**src/rtl/keygen_seq.sv**
```systemverilog
`default_nettype none
// ============================================================================
// Module      : keygen_seq
// Description : Sequences one key-set generation (RNG, then private key),
//               validates the result, retries on failure or timeout.
// Revision    : 1.0 - initial release
// ============================================================================
module keygen_seq #(
    parameter logic [15:0] TIMEOUT_CYCLES = 16'd65535,
    parameter logic [1:0]  MAX_RETRY      = 2'd3
) (
    input  logic        clk,
    input  logic        rst_n,
    input  logic        start,
    input  logic        clear,
    output logic [1:0]  en,
    input  logic        rng_flag,
    input  logic        pkg_complete,
    input  logic [23:0] e_in,
    input  logic [23:0] n_in,
    input  logic [23:0] totient_in,
    input  logic [23:0] d_in,
    output logic [23:0] e_key,
    output logic [23:0] n_key,
    output logic [23:0] d_key,
    output logic        busy,
    output logic        key_valid,
    output logic        key_err,
    output logic [1:0]  retry_cnt
);

    localparam logic [2:0] S_IDLE     = 3'd0;
    localparam logic [2:0] S_ARM      = 3'd1;
    localparam logic [2:0] S_WAIT_RNG = 3'd2;
    localparam logic [2:0] S_WAIT_PKG = 3'd3;
    localparam logic [2:0] S_CHECK    = 3'd4;
    localparam logic [2:0] S_RETRY    = 3'd5;
    localparam logic [2:0] S_DONE     = 3'd6;
    localparam logic [2:0] S_ERROR    = 3'd7;

    localparam logic [15:0] C_TIMER_LAST = TIMEOUT_CYCLES - 16'd1;

    logic [2:0]  r_state;
    logic [2:0]  w_state_nxt;
    logic [15:0] r_timer;
    logic [1:0]  r_retry_cnt;
    logic        r_key_valid;
    logic        r_key_err;
    logic [23:0] r_e_key;
    logic [23:0] r_n_key;
    logic [23:0] r_d_key;
    logic        w_timeout;
    logic        w_check_pass;
    logic        w_retry_left;

    assign w_timeout    = (r_timer == C_TIMER_LAST);
    assign w_check_pass = (e_in > 24'd1) && (e_in < totient_in) &&
                          (d_in != 24'd0) && (d_in < totient_in);
    assign w_retry_left = (r_retry_cnt < MAX_RETRY);

    // Timeout is tested before the handshakes so it wins on a tie.
    always_comb begin
        w_state_nxt = r_state;
        if (clear) begin
            w_state_nxt = S_IDLE;
        end else begin
            case (r_state)
                S_IDLE:     if (start) w_state_nxt = S_ARM;
                S_ARM:      w_state_nxt = S_WAIT_RNG;
                S_WAIT_RNG: begin
                    if (w_timeout)     w_state_nxt = S_RETRY;
                    else if (rng_flag) w_state_nxt = S_WAIT_PKG;
                end
                S_WAIT_PKG: begin
                    if (w_timeout)         w_state_nxt = S_RETRY;
                    else if (pkg_complete) w_state_nxt = S_CHECK;
                end
                S_CHECK:    w_state_nxt = w_check_pass ? S_DONE : S_RETRY;
                S_RETRY:    w_state_nxt = w_retry_left ? S_ARM : S_ERROR;
                S_DONE:     w_state_nxt = S_IDLE;
                S_ERROR:    w_state_nxt = S_IDLE;
                default:    w_state_nxt = S_IDLE;
            endcase
        end
    end

    always_ff @(posedge clk or negedge rst_n) begin
        if (!rst_n) begin
            r_state <= S_IDLE;
        end else begin
            r_state <= w_state_nxt;
        end
    end

    // Flags are set on the edge entering DONE/ERROR so they are visible there.
    always_ff @(posedge clk or negedge rst_n) begin
        if (!rst_n) begin
            r_timer     <= 16'd0;
            r_retry_cnt <= 2'd0;
            r_key_valid <= 1'b0;
            r_key_err   <= 1'b0;
            r_e_key     <= 24'd0;
            r_n_key     <= 24'd0;
            r_d_key     <= 24'd0;
        end else if (clear) begin
            r_timer     <= 16'd0;
            r_key_valid <= 1'b0;
            r_key_err   <= 1'b0;
            r_e_key     <= 24'd0;
            r_n_key     <= 24'd0;
            r_d_key     <= 24'd0;
        end else begin
            case (r_state)
                S_IDLE: begin
                    if (start) begin
                        r_timer     <= 16'd0;
                        r_retry_cnt <= 2'd0;
                        r_key_valid <= 1'b0;
                        r_key_err   <= 1'b0;
                    end
                end
                S_WAIT_RNG, S_WAIT_PKG: begin
                    r_timer <= r_timer + 16'd1;
                end
                S_CHECK: begin
                    if (w_check_pass) begin
                        r_e_key     <= e_in;
                        r_n_key     <= n_in;
                        r_d_key     <= d_in;
                        r_key_valid <= 1'b1;
                    end
                end
                S_RETRY: begin
                    r_timer <= 16'd0;
                    if (w_retry_left) begin
                        r_retry_cnt <= r_retry_cnt + 2'd1;
                    end else begin
                        r_key_err <= 1'b1;
                    end
                end
                default: begin
                end
            endcase
        end
    end

    assign en        = ((r_state == S_ARM) || (r_state == S_WAIT_RNG)) ? 2'b01 : 2'b00;
    assign busy      = (r_state != S_IDLE);
    assign key_valid = r_key_valid;
    assign key_err   = r_key_err;
    assign retry_cnt = r_retry_cnt;
    assign e_key     = r_e_key;
    assign n_key     = r_n_key;
    assign d_key     = r_d_key;

endmodule
`default_nettype wire

```
**config.mk**
```make
export PLATFORM = sky130hd
export DESIGN_NAME = keygen_seq
export DESIGN_NICKNAME = d
export VERILOG_FILES = /design/src/rtl/keygen_seq.sv
export SDC_FILE = /design/constraint.sdc
export NUM_CORES = 1
export LEC_CHECK = 0
export ABC_AREA = 0
export CORE_UTILIZATION = 44
export DETAILED_ROUTE_END_ITERATION = 10
export PLACE_DENSITY_LB_ADDON = 0.25
export SLEW_MARGIN = 20
export SYNTH_ARGS = -nofsm -noshare
export SYNTH_HDL_FRONTEND = slang
export SYNTH_SLANG_ARGS = --single-unit
```
**constraint.sdc**
```tcl
create_clock -name clk -period 1.9 [get_ports clk]
set_input_delay 0.38 -clock clk [delete_from_list [all_inputs] [get_ports clk]]
set_output_delay 0.38 -clock clk [all_outputs]
set_load 0.01 [all_outputs]
```
==> impl_metrics.json <==
{
  "final_nets": 1026,
  "grt_usage_pct": 25.3,
  "ctsLongestPathBuffers": 2,
  "r2r_start": "r_state[0]",
  "post_drt_wl_per_cell_um": 17.1,
  "ir_drop_v": 0.000492,
  "fin_crit_sh_pct": 123,
  "cpPeakStageDelay_ns": 0.36,
  "synth_top_cell_area_share_pct": 38.9,
  "hold_ws_ns": 0.0799,
  "fp.dieW_um": 120,
  "required_ns": 2.17,
  "async_reset_ff_share_pct": 100,
  "fillers": 947,
  "syn_area_per_cell_um2": 9.78,
  "h-tree-depth": 3,
  "core_um2": 13400,
  "initial_utilization_pct": 45.6,
  "grt_setup_unrepaired": "true",
  "path_clk_slew_ns": 0.07,
  "cp-start-kind": "input pin",
  "finalHoldViolCount": 0,
  "io_pins": 181,
  "fin_worst_skew_ns": 0.00659,
  "synth_ff_type": "dfrtp_1",
  "power_leakage_nw": 4.05,
  "outcome": "finished with violations",
  "final_cells": 1060,
  "finalMaxSlewViolations": 0,
  "placed_area_um2": 8640,
  "grt_pass1_wl_um": 28500,
  "syn-num-nets": 776,
  "slew_headroom_pct": 65.6,
  "cp.arrival_ns": 2.62,
  "row_count": 42,
  "yosysWarnings": 0,
  "holdBufCountCts": 0,
  "period_needed_ns": 2.35,
  "ys_types": 48,
  "synth_top_cell_by_area": "dfrtp_1",
  "crit_chain": "clkdlybuf4s15_1 -> ha_2 -> nor3_2 -> o21ai_2 -> a2111oi_4 -> o311ai_4 -> nor3b_4 -> buf_6 -> buf_12 -> buf_16 -> mux2i_1",
  "drc": 0,
  "cp_max_fo": 8,
  "clk_latency_ns": 0.34,
  "grt_pass1_vias": 5694,
  "ys_ff_latch": 95,
  "pre_cts_ws_ns": -1.30,
  "cts_num_sinks": 95,
  "routed_wl_um": 18200,
  "syn_area_um2": 6110,
  "antenna_found_initial": 4,
  "drive_gt1_share_pct": 26.5,
  "max_freq_mhz": 426,
  "io_buffer_count": 179,
  "synth.most_common_cell": "nand2b_1",
  "stdcell_area_um2": 9630,
  "setup_viol": 76,
  "via_count": 5567,
  "yosys-top-cells-count": "nand2b_1, dfrtp_1, mux2i_1",
  "areaGrowthSynthToFinish_pct": 57.6,
  "routabilityCongestion": 0.924,
  "worst_pin_slew_ns": 0.516,
  "hpwl_um": 12500,
  "grt_max_degree": 96,
  "netlist_instances": 625,
  "drt_iter0_drc": 356,
  "power.density_nw_per_um2": 516,
  "maxCapViolCount": 0,
  "tns_ns": -27.92,
  "slowest_stage": "a2111oi_4",
  "fin_ws_ns": -0.446,
  "synth_area_leaders": "dfrtp_1, nand2b_1, mux2i_1",
  "die_y_um": 120,
  "end_kind": "flop",
  "dp.cells": 1022,
  "seq_area_frac_synth_pct": 38.9,
  "drtPass1Iterations": 5,
  "synth_edf_count": 0,
  "hold_class": "in -> async",
  "die_area_um2": 14400,
  "via_per_inst": 5.25,
  "criticalPathCategory": "in -> reg",
  "grt-ovfl-total": 0,
  "cts_tree": "done",
  "cts_root_buf": "clkbuf_16",
  "crit_path_start": "e_in[23]",
  "cts_buffers": 9,
  "drtAntennaViolNets": 0,
  "violations": "negative setup slack"
}
-- stage by stage --
stage | total power [mW] | utilization [%]
final | 4.97 | 71.9
after global routing | 5.16 | 71.9
after CTS | 4.91 | 70.7
after detailed placement | 3.00 | 64.5
after global placement | 2.97 | 64.5
after floorplan | 2.48 | -
-- sequential cells by signal, summed over array words and instances, names as in the netlist --
name and flops:
d_key 24, e_key 24, n_key 24, r_timer 16, r_state 3, retry_cnt 2, key_err 1, key_valid 1
-- worst paths after layout --
check                              end  slack, ns  cells past startpoint
setup / recovery             n_key[12]      -0.45                     11
hold reg to reg            r_timer[15]       0.49                      1
max in group asynchronous    d_key[10]       1.43                      2
min in group clk             d_key[21]       0.37                      3
setup reg to reg             n_key[12]      -0.43                      9
hold / removal               n_key[14]       0.08                      2
-- power breakdown --
part	leakage, nW	internal (mW)	switching, mW
clock network	0.141	1.03	0.820
registers	1.33	2.03	0.0113
logic	2.58	0.560	0.518
-- metal layers --
layer	GRT usage, %	vias to the layer above	part of all wire, %
met5	0	-	0
met4	8.59	0	2.4
met3	5.04	39	5.1
met2	42.8	197	48
met1	32.1	2685	44
li1	-	2646	-
-- repair_timing --
item | 4_1_cts | 5_1_grt
cloned | 4 | 3
endpoints found under the hold margin | 0 | 0
gates resized for setup | 225 | 34
setup buffers | 9 | 5
setup endpoints to repair | 77 | 82
pin swaps | 54 | 14
-- cell type report --
| class | instances | area (um2) | share of cell area (%) |
|---|---|---|---|
| multi-input cells | 470 | 3990 | 41.4 |
| clock inverters | 5 | 63.8 | 0.663 |
| repair buffers | 270 | 2590 | 26.9 |
| clock buffers | 11 | 233 | 2.42 |
| flip-flops and latches | 95 | 2380 | 24.7 |
| well taps | 176 | 220 | 2.29 |
| diodes | 4 | 10.0 | 0.104 |
| inverters | 29 | 149 | 1.55 |
-- critical path, delay by kind of cell --
family | cells | cell delay (ns)
adders and majority gates | 1 | 0.23
AOI/OAI and AO/OA | 3 | 0.65
muxes | 1 | 0.18
and+or+nand+nor | 2 | 0.49
buffers and inverters | 4 | 0.68
-- cells by family after synthesis --
| kind of cell | after synthesis | share of synthesized area, % |
|---|---|---|
| buffers and inverters | 60 | 5.12 |
| other | 1 | 0.0614 |
| flip-flops | 95 | 38.9 |
| AO/OA/AOI/OAI | 79 | 8.03 |
| AND/OR/NAND/NOR | 259 | 24.6 |
| adder cells (fa/ha/maj) | 49 | 10.0 |
| XOR/XNOR | 8 | 1.15 |
| multiplexers | 74 | 12.1 |
-- cell usage in the layout (no fill, tap or decap), types with 5 or more instances in the layout --
cell type	Yosys	final
a21oi_2	0	12
a21oi_1	32	19
ha_1	49	17
ha_4	0	28
buf_4	4	77
nand4_1	14	14
nand2_1	29	25
dlygate4sd2_1	0	45
nor2_1	25	23
xor2_1	5	5
nand2b_1	149	149
inv_2	0	19
clkbuf_2	0	6
clkbuf_16	0	12
clkdlybuf4s50_1	0	104
clkdlybuf4s15_1	0	6
mux2i_1	74	71
buf_12	0	9
dfrtp_1	95	95
buf_6	9	9
nor4_1	12	10
inv_1	29	6
o21ai_0	17	14
buf_2	0	6
nand3_1	9	6
Power figures use the tool's default switching activity.
